==> src/rtl/layer_sequencer.sv <==
// Layer-by-layer controller for the CNN accelerator: walks the fixed five-layer
// LeNet schedule, handshakes host loads, launches each layer and watches for completion.

module layer_seq_lane (
    input  logic clk,
    input  logic rst_n,
    input  logic clr_i,
    input  logic en_i,
    input  logic flag_i,
    output logic sticky_o
);
    logic sticky_q;

    always_ff @(posedge clk or negedge rst_n) begin
        if (!rst_n)      sticky_q <= 1'b0;
        else if (clr_i)  sticky_q <= 1'b0;
        else if (en_i)   sticky_q <= sticky_q | flag_i;
    end

    assign sticky_o = sticky_q;
endmodule

module layer_sequencer #(
    parameter logic [19:0] TIMEOUT_CYCLES = 20'd1000000,
    parameter logic [15:0] CONV1_MASK     = 16'h003F,
    parameter logic [15:0] CONV2_MASK     = 16'hFFFF
) (
    input  logic        clk,
    input  logic        rst_n,
    input  logic        run_i,
    input  logic        abort_i,
    input  logic        load_ack_i,
    input  logic [15:0] pool_last_i,
    input  logic        act_last_i,
    output logic [1:0]  start_o,
    output logic [1:0]  nth_o,
    output logic [4:0]  ofmap_size_o,
    output logic [5:0]  ifmap_ch_o,
    output logic [8:0]  in_node_num_o,
    output logic [6:0]  out_node_num_o,
    output logic [2:0]  layer_idx_o,
    output logic        load_req_o,
    output logic        busy_o,
    output logic        done_o,
    output logic        err_o
);
    localparam int NUM_LANES = 16;

    typedef enum logic [2:0] {
        IDLE, LOAD_REQ, LAUNCH, WAIT_DONE, DONE, ERR
    } state_t;

    typedef struct packed {
        logic [1:0] start;
        logic [1:0] nth;
        logic [4:0] ofmap;
        logic [5:0] ifch;
        logic [8:0] in_node;
        logic [6:0] out_node;
    } cfg_t;

    function automatic cfg_t layer_cfg(input logic [2:0] idx);
        cfg_t c;
        case (idx)
            3'd0:    c = '{2'd1, 2'd0, 5'd28, 6'd1,  9'd0,   7'd0};
            3'd1:    c = '{2'd1, 2'd1, 5'd10, 6'd6,  9'd0,   7'd0};
            3'd2:    c = '{2'd2, 2'd0, 5'd5,  6'd16, 9'd400, 7'd120};
            3'd3:    c = '{2'd2, 2'd1, 5'd5,  6'd16, 9'd120, 7'd84};
            3'd4:    c = '{2'd2, 2'd2, 5'd5,  6'd16, 9'd84,  7'd10};
            default: c = '0;
        endcase
        return c;
    endfunction

    state_t      state_q, state_d;
    logic [2:0]  idx_q, idx_d;
    logic [19:0] cnt_q, cnt_d;
    logic        err_q, err_d;
    logic [1:0]  start_q, start_d;
    logic        load_req_q, busy_q, done_q;
    cfg_t        cfg_q;
    logic        sticky_clr, sticky_en, layer_done;
    logic [NUM_LANES-1:0] sticky;
    logic [15:0] mask_sel;

    assign sticky_clr = (state_q == LAUNCH);
    assign sticky_en  = (state_q == WAIT_DONE);

    for (genvar l = 0; l < NUM_LANES; l++) begin : g_lane
        layer_seq_lane u_lane (
            .clk      (clk),
            .rst_n    (rst_n),
            .clr_i    (sticky_clr),
            .en_i     (sticky_en),
            .flag_i   (pool_last_i[l]),
            .sticky_o (sticky[l])
        );
    end

    // Current-cycle flags are folded in so the lane that completes the set counts immediately.
    assign mask_sel   = (idx_q == 3'd0) ? CONV1_MASK : CONV2_MASK;
    assign layer_done = (idx_q < 3'd2) ? (((sticky | pool_last_i) & mask_sel) == mask_sel)
                                       : act_last_i;

    always_comb begin
        state_d = state_q;
        idx_d   = idx_q;
        cnt_d   = cnt_q;
        err_d   = err_q;
        case (state_q)
            IDLE, ERR: begin
                if (run_i) begin
                    state_d = LOAD_REQ;
                    idx_d   = 3'd0;
                    err_d   = 1'b0;
                end
            end
            LOAD_REQ: if (load_ack_i) state_d = LAUNCH;
            LAUNCH: begin
                state_d = WAIT_DONE;
                cnt_d   = '0;
            end
            WAIT_DONE: begin
                if (layer_done) begin
                    if (idx_q == 3'd4) begin
                        state_d = DONE;
                    end else begin
                        state_d = LOAD_REQ;
                        idx_d   = idx_q + 3'd1;
                    end
                // Expiry decided one cycle early so err_o lands TIMEOUT_CYCLES after start.
                end else if (cnt_q == TIMEOUT_CYCLES - 20'd2) begin
                    state_d = ERR;
                    err_d   = 1'b1;
                end else begin
                    cnt_d = cnt_q + 20'd1;
                end
            end
            DONE:    state_d = IDLE;
            default: state_d = IDLE;
        endcase
        if (abort_i) begin
            state_d = IDLE;
            idx_d   = 3'd0;
            err_d   = err_q;
        end
        start_d = (state_d == LAUNCH) ? cfg_q.start : 2'd0;
    end

    always_ff @(posedge clk or negedge rst_n) begin
        if (!rst_n) begin
            state_q    <= IDLE;
            idx_q      <= 3'd0;
            cnt_q      <= '0;
            err_q      <= 1'b0;
            start_q    <= 2'd0;
            load_req_q <= 1'b0;
            busy_q     <= 1'b0;
            done_q     <= 1'b0;
            cfg_q      <= '0;
        end else begin
            state_q    <= state_d;
            idx_q      <= idx_d;
            cnt_q      <= cnt_d;
            err_q      <= err_d;
            start_q    <= start_d;
            load_req_q <= (state_d == LOAD_REQ);
            busy_q     <= (state_d != IDLE);
            done_q     <= (state_d == DONE);
            if (state_d == LOAD_REQ && state_q != LOAD_REQ)
                cfg_q <= layer_cfg(idx_d);
        end
    end

    assign start_o        = start_q;
    assign nth_o          = cfg_q.nth;
    assign ofmap_size_o   = cfg_q.ofmap;
    assign ifmap_ch_o     = cfg_q.ifch;
    assign in_node_num_o  = cfg_q.in_node;
    assign out_node_num_o = cfg_q.out_node;
    assign layer_idx_o    = idx_q;
    assign load_req_o     = load_req_q;
    assign busy_o         = busy_q;
    assign done_o         = done_q;
    assign err_o          = err_q;
endmodule

==> config.mk <==
export PLATFORM = sky130hd
export DESIGN_NAME = layer_sequencer
export DESIGN_NICKNAME = d
export VERILOG_FILES = /design/src/rtl/layer_sequencer.sv
export SDC_FILE = /design/constraint.sdc
export NUM_CORES = 1
export LEC_CHECK = 0
export ABC_AREA = 1
export CORE_ASPECT_RATIO = 2
export CORE_MARGIN = 3
export CORE_UTILIZATION = 48
export DETAILED_ROUTE_END_ITERATION = 7
export HOLD_SLACK_MARGIN = 0.06
export PLACE_DENSITY = 0.76
export REMOVE_ABC_BUFFERS = 1
export SETUP_SLACK_MARGIN = 0.1
export SYNTH_ARGS = -nofsm -noshare
export SYNTH_HDL_FRONTEND = slang
export SYNTH_SLANG_ARGS = --single-unit
export TNS_END_PERCENT = 50
==> constraint.sdc <==
create_clock -name clk -period 2.1 [get_ports clk]
set_input_delay 0.21 -clock clk [delete_from_list [all_inputs] [get_ports clk]]
set_output_delay 0.21 -clock clk [all_outputs]
set_load 0.01 [all_outputs]
==> run_results.csv, run 1 <==
group,metric,value,unit
run_status,status,"finished, final reports clean",
timing,maxSlewViolCount,0,
route,met3_length,357,µm
route,m1WireLength,3.03,mm
timing,timing_hold_violations_final,0,
floorplan,die-area,8170,µm²
final_layout,final_common_cell,"nand2_1",
floorplan,initial_core_util,0.504,
floorplan,fp-row-count,42,
power_and_ir_drop,irDropWorstVdd,0.000725,V
final_layout,mostFrequentLayoutCells,"84 x nand2_1, 61 x inv_1, 59 x dfrtp_1",
logic_synthesis,netlist-cell-type-count,36,
placed_design,gpl.final_weighted_congestion,0.880,
clocking,clock-root-buffer,"clkbuf_16",
route,vias,3311,
logic_synthesis,portion_of_the_post_synthesis_area_used_by_sequential_elements,0.443,
critical_path,critical_path_peak_fanout,8,
power_and_ir_drop,power_report.internal_total,3330,µW
placed_design,io_buffers,54,
final_layout,finalNetCount,571,
logic_synthesis,synth_seq_cells,60,
final_layout,n_antenna_cell,0,
grt,antenna_found_initial,0,
route,drtIter0Drc,190,
final_layout,finalInstanceArea,4820,µm²
power_and_ir_drop,power.combinational.fraction,0.408,
power_and_ir_drop,net-switching-power,1790,µW
power_and_ir_drop,power_frac_seq,0.307,
grt,globalRouteOverflowTotal,0,
grt,first_global_vias,3494,
clocking,clock_latency,0.33,ns
timing,fin_hold_ws,0.419,ns
logic_synthesis,synth.cell_area,3390,µm²
power_and_ir_drop,switching_share,0.349,
timing,timing.final.crit_share,0.959,
route,met2_layer_wire_length_in_the_routed_design,5.13,mm
route,drt-vias-per-instance,5.19,
route,drt-pass1-iter-count,4,
route,route.detailed.drc,0,
route,routed_wire_length_per_instance,14.0,µm
final_layout,final_util,0.717,
floorplan,floorplan.core_area,6730,µm²
route,highest-signal-layer,"met4",
route,ant_nets,0,
clocking,clock_sink_count,60,
critical_path,setup.worst_path.class,"register to register",
grt,grt_pass1_wl,15.1,mm
timing,post-route-min-period,2.01,ns
worst_hold_path,hp-class,"input pin to async pin",
grt,grt_start_max_net_pins,37,
timing,achievable-frequency,496,MHz
floorplan,die_h,125,µm
critical_path,critPathRequiredTime,2.31,ns
grt,grt.total_usage,0.234,
final_layout,areaGrowthSynthToFinish,42.2,%
placed_design,place_hpwl,6.37,mm
clocking,tritoncts_clock_tree,"yes",
timing,finalSetupViolations,0,
critical_path,crit_path_start_kind,"register",
power_and_ir_drop,pwr-share-clk,0.285,
timing,grt_setup_unrepaired,"yes",
critical_path,setup.worst_path.end_class,"register",
logic_synthesis,yosys_warnings,0,
critical_path,worst-endpoint-arrival,2.23,ns
placed_design,placed_area,4200,µm²
final_layout,final_layout_size_suffix_gt1_frac,0.269,
clocking,ctsLongestPathBuffers,2,
floorplan,io_pins,60,
logic_synthesis,syn_area_per_cell,7.57,µm²
timing,layout_setup_ws,0.0859,ns
timing,skew,0.00806,ns
route,postRouteWirelength,8.92,mm
clocking,tritoncts.num_buffers,9,
clocking,clkSlewWorstSetupHoldPaths,0.05,ns
clocking,ctsHtreeMaxLevel,3,
placed_design,place_ws,-0.160,ns
logic_synthesis,synth_cells,448,
power_and_ir_drop,power_density,1060,nW/µm²
power_and_ir_drop,power.static_leakage,0.00232,µW
timing,fin_setup_tns,0,ns
floorplan,floorplan.die.width,65.4,µm
job,cap_viol_max_count,0,
metal layers:
| layer | vias up | GRT usage |
|---|---|---|
| li1 | 1594 | - |
| met1 | 1578 | 0.220 |
| met2 | 105 | 0.444 |
| met3 | 34 | 0.0451 |
| met4 | 0 | 0.128 |
| met5 | - | 0 |
cell usage after synthesis, drive strengths merged:
cell,count,area share
clkbuf,3,0.0033
or3,1,0.0018
a31oi,2,0.0037
o22ai,1,0.0018
a211oi,1,0.0022
inv,74,0.082
nor2,48,0.058
ha,4,0.015
nor4,1,0.0018
conb,1,0.0011
nand4,4,0.0074
buf,19,0.042
a21boi,2,0.0044
nand2,113,0.13
xor2,2,0.0052
a21oi,32,0.047
o2111ai,1,0.0026
o21ai,24,0.040
o31ai,1,0.0022
nand3,34,0.069
dfrtp,60,0.44
nor3,17,0.027
or2,3,0.0055
per-stage QoR:
stage / power [µW] / std cells
2_1_floorplan: 2460 / 430
3_3_place_gp: 3360 / 612
3_5_place_dp: 3400 / 612
4_1_cts: 4970 / 632
5_1_grt: 5430 / 638
6_report: 5120 / 638
state kept, by name (all words and copies together) (netlist names), 2 cells and up:
register	cells
cnt_q	20
g_lane.u_lane.sticky_o	16
in_node_num_o	4
layer_idx_o	3
ofmap_size_o	3
out_node_num_o	2
start_o	2
state_q	3
repair_timing:
| item | in CTS | in global routing |
|---|---|---|
| gates resized for setup | 21 | 54 |
| pin swaps | 5 | 24 |
| hold buffers | 1 | 0 |
| endpoints found under the hold margin | 60 | 0 |
| setup buffers | 1 | 6 |
| cloned | 2 | 0 |
| endpoints found under the setup margin | 23 | 32 |
worst max-delay path, stage by stage (launching register included):
cell and delay [ns]:
dfrtp_1 0.39, inv_2 0.08, ha_4 0.15, nand2_4 0.07, nand2_2 0.07, nand3_2 0.09, nor2_4 0.11, nand3_4 0.13
nand2_4 0.15, nand2_2 0.06, nand2_2 0.10, nand2_4 0.07, nand3_4 0.11, inv_6 0.06, nand3_4 0.10, inv_4 0.07
o21ai_2 0.05, nand2_1 0.07
kinds of logic after synthesis:
kind of cell	after synthesis	share of synthesized area
fa+ha+maj	4	0.0148
simple gates	221	0.305
xor+xnor	2	0.00517
compound gates	64	0.104
other cells	1	0.00111
flops	60	0.443
buf+inv	96	0.128
cell type report:
cell class / count / area (µm²)
Clock inverter: 6 / 63.8
Timing Repair Buffer: 102 / 898
Sequential cell: 60 / 1500
Clock buffer: 10 / 239
Multi-Input combinational cell: 298 / 1720
Fill cell: 517 / 1900
Inverter: 74 / 285
Tap cell: 88 / 110
power groups by stage:
| stage | logic (µW) | registers, µW | clock network, µW |
|---|---|---|---|
| after global routing | 2280 | 1610 | 1530 |
| after detailed placement | 1820 | 1580 | 0 |
| after floorplan | 771 | 1690 | 0 |
| after CTS | 1920 | 1570 | 1480 |
| final | 2090 | 1570 | 1460 |
| after global placement | 1780 | 1570 | 0 |
path summary, 6_finish.rpt:
| path | cells past startpoint | startpoint | slack (ns) | end |
|---|---|---|---|---|
| max in group asynchronous | 3 | rst_n | 1.27 | state_q[2]$_DFF_PN0_ |
| worst max register to register | 17 | layer_idx_o[1]$_DFF_PN0_ | 0.09 | ofmap_size_o[2]$_DFFE_PN0P_ |
| worst max-delay path | 17 | layer_idx_o[1]$_DFF_PN0_ | 0.09 | ofmap_size_o[2]$_DFFE_PN0P_ |
| worst min-delay path | 3 | rst_n | 0.42 | cnt_q[10]$_DFFE_PN0P_ |
| min in group clk | 3 | pool_last_i[15] | 0.47 | g_lane[15].u_lane.sticky_o$_DFFE_PN0P_ |
| worst min register to register | 2 | out_node_num_o[3]$_DFFE_PN0P_ | 0.49 | out_node_num_o[3]$_DFFE_PN0P_ |
Note: power is estimated with default switching activity, not from simulation.
==> run 2: changes to the inputs <==
--- a/config.mk
+++ b/config.mk
@@ -8,10 +8,10 @@
 export ABC_AREA = 1
 export CORE_ASPECT_RATIO = 2
 export CORE_MARGIN = 3
-export CORE_UTILIZATION = 48
+export CORE_UTILIZATION = 40
 export DETAILED_ROUTE_END_ITERATION = 7
 export HOLD_SLACK_MARGIN = 0.06
-export PLACE_DENSITY = 0.76
+export PLACE_DENSITY = 0.65
 export REMOVE_ABC_BUFFERS = 1
 export SETUP_SLACK_MARGIN = 0.1
 export SYNTH_ARGS = -nofsm -noshare
==> run_results.csv, run 2 (synthesized netlist as in run 1, its figures left out) <==
group,metric,value,unit
run_status,status,"finished, final reports clean",
grt,first_global_vias,3247,
clocking,tritoncts.num_buffers,9,
timing,worst-slew-pin-transition,0.499,ns
route,route.detailed.drc,0,
grt,grt.total_usage,0.191,
power_and_ir_drop,power_density,1060,nW/µm²
timing,finalSetupViolations,0,
final_layout,mostFrequentLayoutCells,"81 x nand2_1, 63 x inv_1, 59 x dfrtp_1",
critical_path,worst-endpoint-arrival,2.29,ns
route,drt-vias-per-instance,4.91,
final_layout,areaGrowthSynthToFinish,43.0,%
critical_path,ff2ff_setup_slack,0.07,ns
floorplan,io_pins,60,
clocking,ctsLongestPathBuffers,2,
timing,achievable-frequency,492,MHz
final_layout,finalNetCount,567,
grt,grt_pass1_wl,14.4,mm
critical_path,critPathRequiredTime,2.35,ns
critical_path,setup.worst_path.end_class,"register",
final_layout,final_common_cell,"nand2_1",
clocking,tritoncts_clock_tree,"yes",
timing,post-route-min-period,2.03,ns
timing,skew,0.00757,ns
critical_path,crit_path_start_kind,"register",
placed_design,place.detailed.instances,619,
placed_design,gpl.final_weighted_congestion,0.801,
job,cap_viol_max_count,0,
clocking,clock-root-buffer,"clkbuf_16",
floorplan,die-area,9690,µm²
placed_design,io_buffers,54,
placed_design,place_hpwl,6.16,mm
final_layout,final-instance-count-excl-fill,642,
timing,timing.final.crit_share,0.969,
floorplan,fp-row-count,46,
final_layout,final_layout_size_suffix_gt1_frac,0.267,
timing,layout_setup_ws,0.0661,ns
floorplan,floorplan.die.width,71.1,µm
final_layout,top_register,"cnt_q",
floorplan,die_h,136,µm
grt,globalRouteOverflowTotal,0,
route,vias,3155,
clocking,clock_latency,0.33,ns
clocking,clkSlewWorstSetupHoldPaths,0.05,ns
placed_design,placed_area,4210,µm²
final_layout,finalInstanceArea,4850,µm²
route,postRouteWirelength,8.87,mm
final_layout,fillCellCount,700,
worst_hold_path,hp-class,"input pin to async pin",
route,routed_wire_length_per_instance,13.8,µm
grt,antenna_found_initial,0,
critical_path,ff_to_ff_path_depth,16,
placed_design,place_ws,-0.159,ns
final_layout,n_antenna_cell,0,
timing,grt_setup_unrepaired,"yes",
route,drt-pass1-iter-count,4,
critical_path,worst_setup_path_startpoint,"layer_idx_o[0]$_DFF_PN0_",
timing,relative_slew_margins,0.664,
critical_path,timing.rr.start,"layer_idx_o[0]$_DFF_PN0_",
grt,grt_start_max_net_pins,61,
timing,maxSlewViolCount,0,
route,ant_nets,0,
critical_path,critical_path_peak_fanout,8,
clocking,clock_sink_count,60,
power_and_ir_drop,post_layout_total_power,5140,µW
clocking,ctsHtreeMaxLevel,3,
power_and_ir_drop,irDropWorstVdd,0.000661,V
floorplan,initial_core_util,0.418,
critical_path,rr_endpoint,"cfg_q[29]$_DFFE_PN0P_",
route,drtIter0Drc,148,
floorplan,floorplan.core_area,8120,µm²
power_and_ir_drop,power.static_leakage,0.00233,µW
critical_path,setup.worst_path.class,"register to register",
timing,timing_hold_violations_final,0,
final_layout,largest_reg_flops,20,
==> run 2: per-stage QoR <==
| stage | util | hold WS [ns] | TNS, ns |
|---|---|---|---|
| 6_report | 0.598 | 0.433 | 0 |
| 5_1_grt | 0.598 | 0.460 | -0.321 |
| 4_1_cts | 0.575 | 0.436 | 0 |
| 3_5_place_dp | 0.519 | 0.246 | -1.68 |
| 3_3_place_gp | 0.519 | 0.246 | -0.832 |
| 2_1_floorplan | - | -0.0856 | -10.08 |
==> run 2: final cells by class <==
class                   instances  area [µm²]  area share
multi-input cells             298        1760       0.363
flip-flops and latches         60        1500       0.310
repair buffers                 98         888       0.183
inverters                      74         285      0.0588
clock buffers                  10         229      0.0472
well taps                      96         120      0.0248
clock inverters                 6        65.1      0.0134
==> run 2: how the worst max path moves through the flow <==
stage	cells past startpoint	endpoint
after global placement	18	ofmap_size_o[0]$_DFFE_PN0P_
final	16	cfg_q[29]$_DFFE_PN0P_
after detailed placement	17	ofmap_size_o[2]$_DFFE_PN0P_
after global routing	18	ofmap_size_o[0]$_DFFE_PN0P_
after floorplan	14	ofmap_size_o[2]$_DFFE_PN0P_
after CTS	17	ofmap_size_o[0]$_DFFE_PN0P_
==> run 2: timing repair <==
item	CTS	global route
setup buffers	3	1
resized for setup	32	54
gates cloned	2	0
pin swaps	12	20
hold buffers	1	0
setup endpoints to repair	20	36
hold endpoints to repair	60	0
==> run 2: report_power, final <==
group          internal [µW]  switching (µW)  total, µW
combinational            986            1140       2130
clock                    916             529       1440
sequential              1410             152       1570
==> run 2: layer usage <==
layer | global-route usage | share of wire | up-vias
met5 | 0 | 0 | -
met4 | 0.0962 | 0.025 | 0
met3 | 0.0444 | 0.031 | 16
met2 | 0.365 | 0.58 | 52
met1 | 0.185 | 0.37 | 1501
li1 | - | - | 1586
==> run 2: worst max-delay path, cell delays in order (launching register included) <==
cell	delay (ns)
dfrtp_1	0.39
inv_2	0.09
ha_4	0.15
nand2_4	0.07
nand2_2	0.07
nand3_2	0.09
nor2_4	0.12
nand3_4	0.13
nand2_4	0.15
nand2_2	0.06
nand3_2	0.07
nand2_2	0.07
nand2_4	0.10
nand3_4	0.14
inv_4	0.12
nand2_1	0.06
o21ai_1	0.08
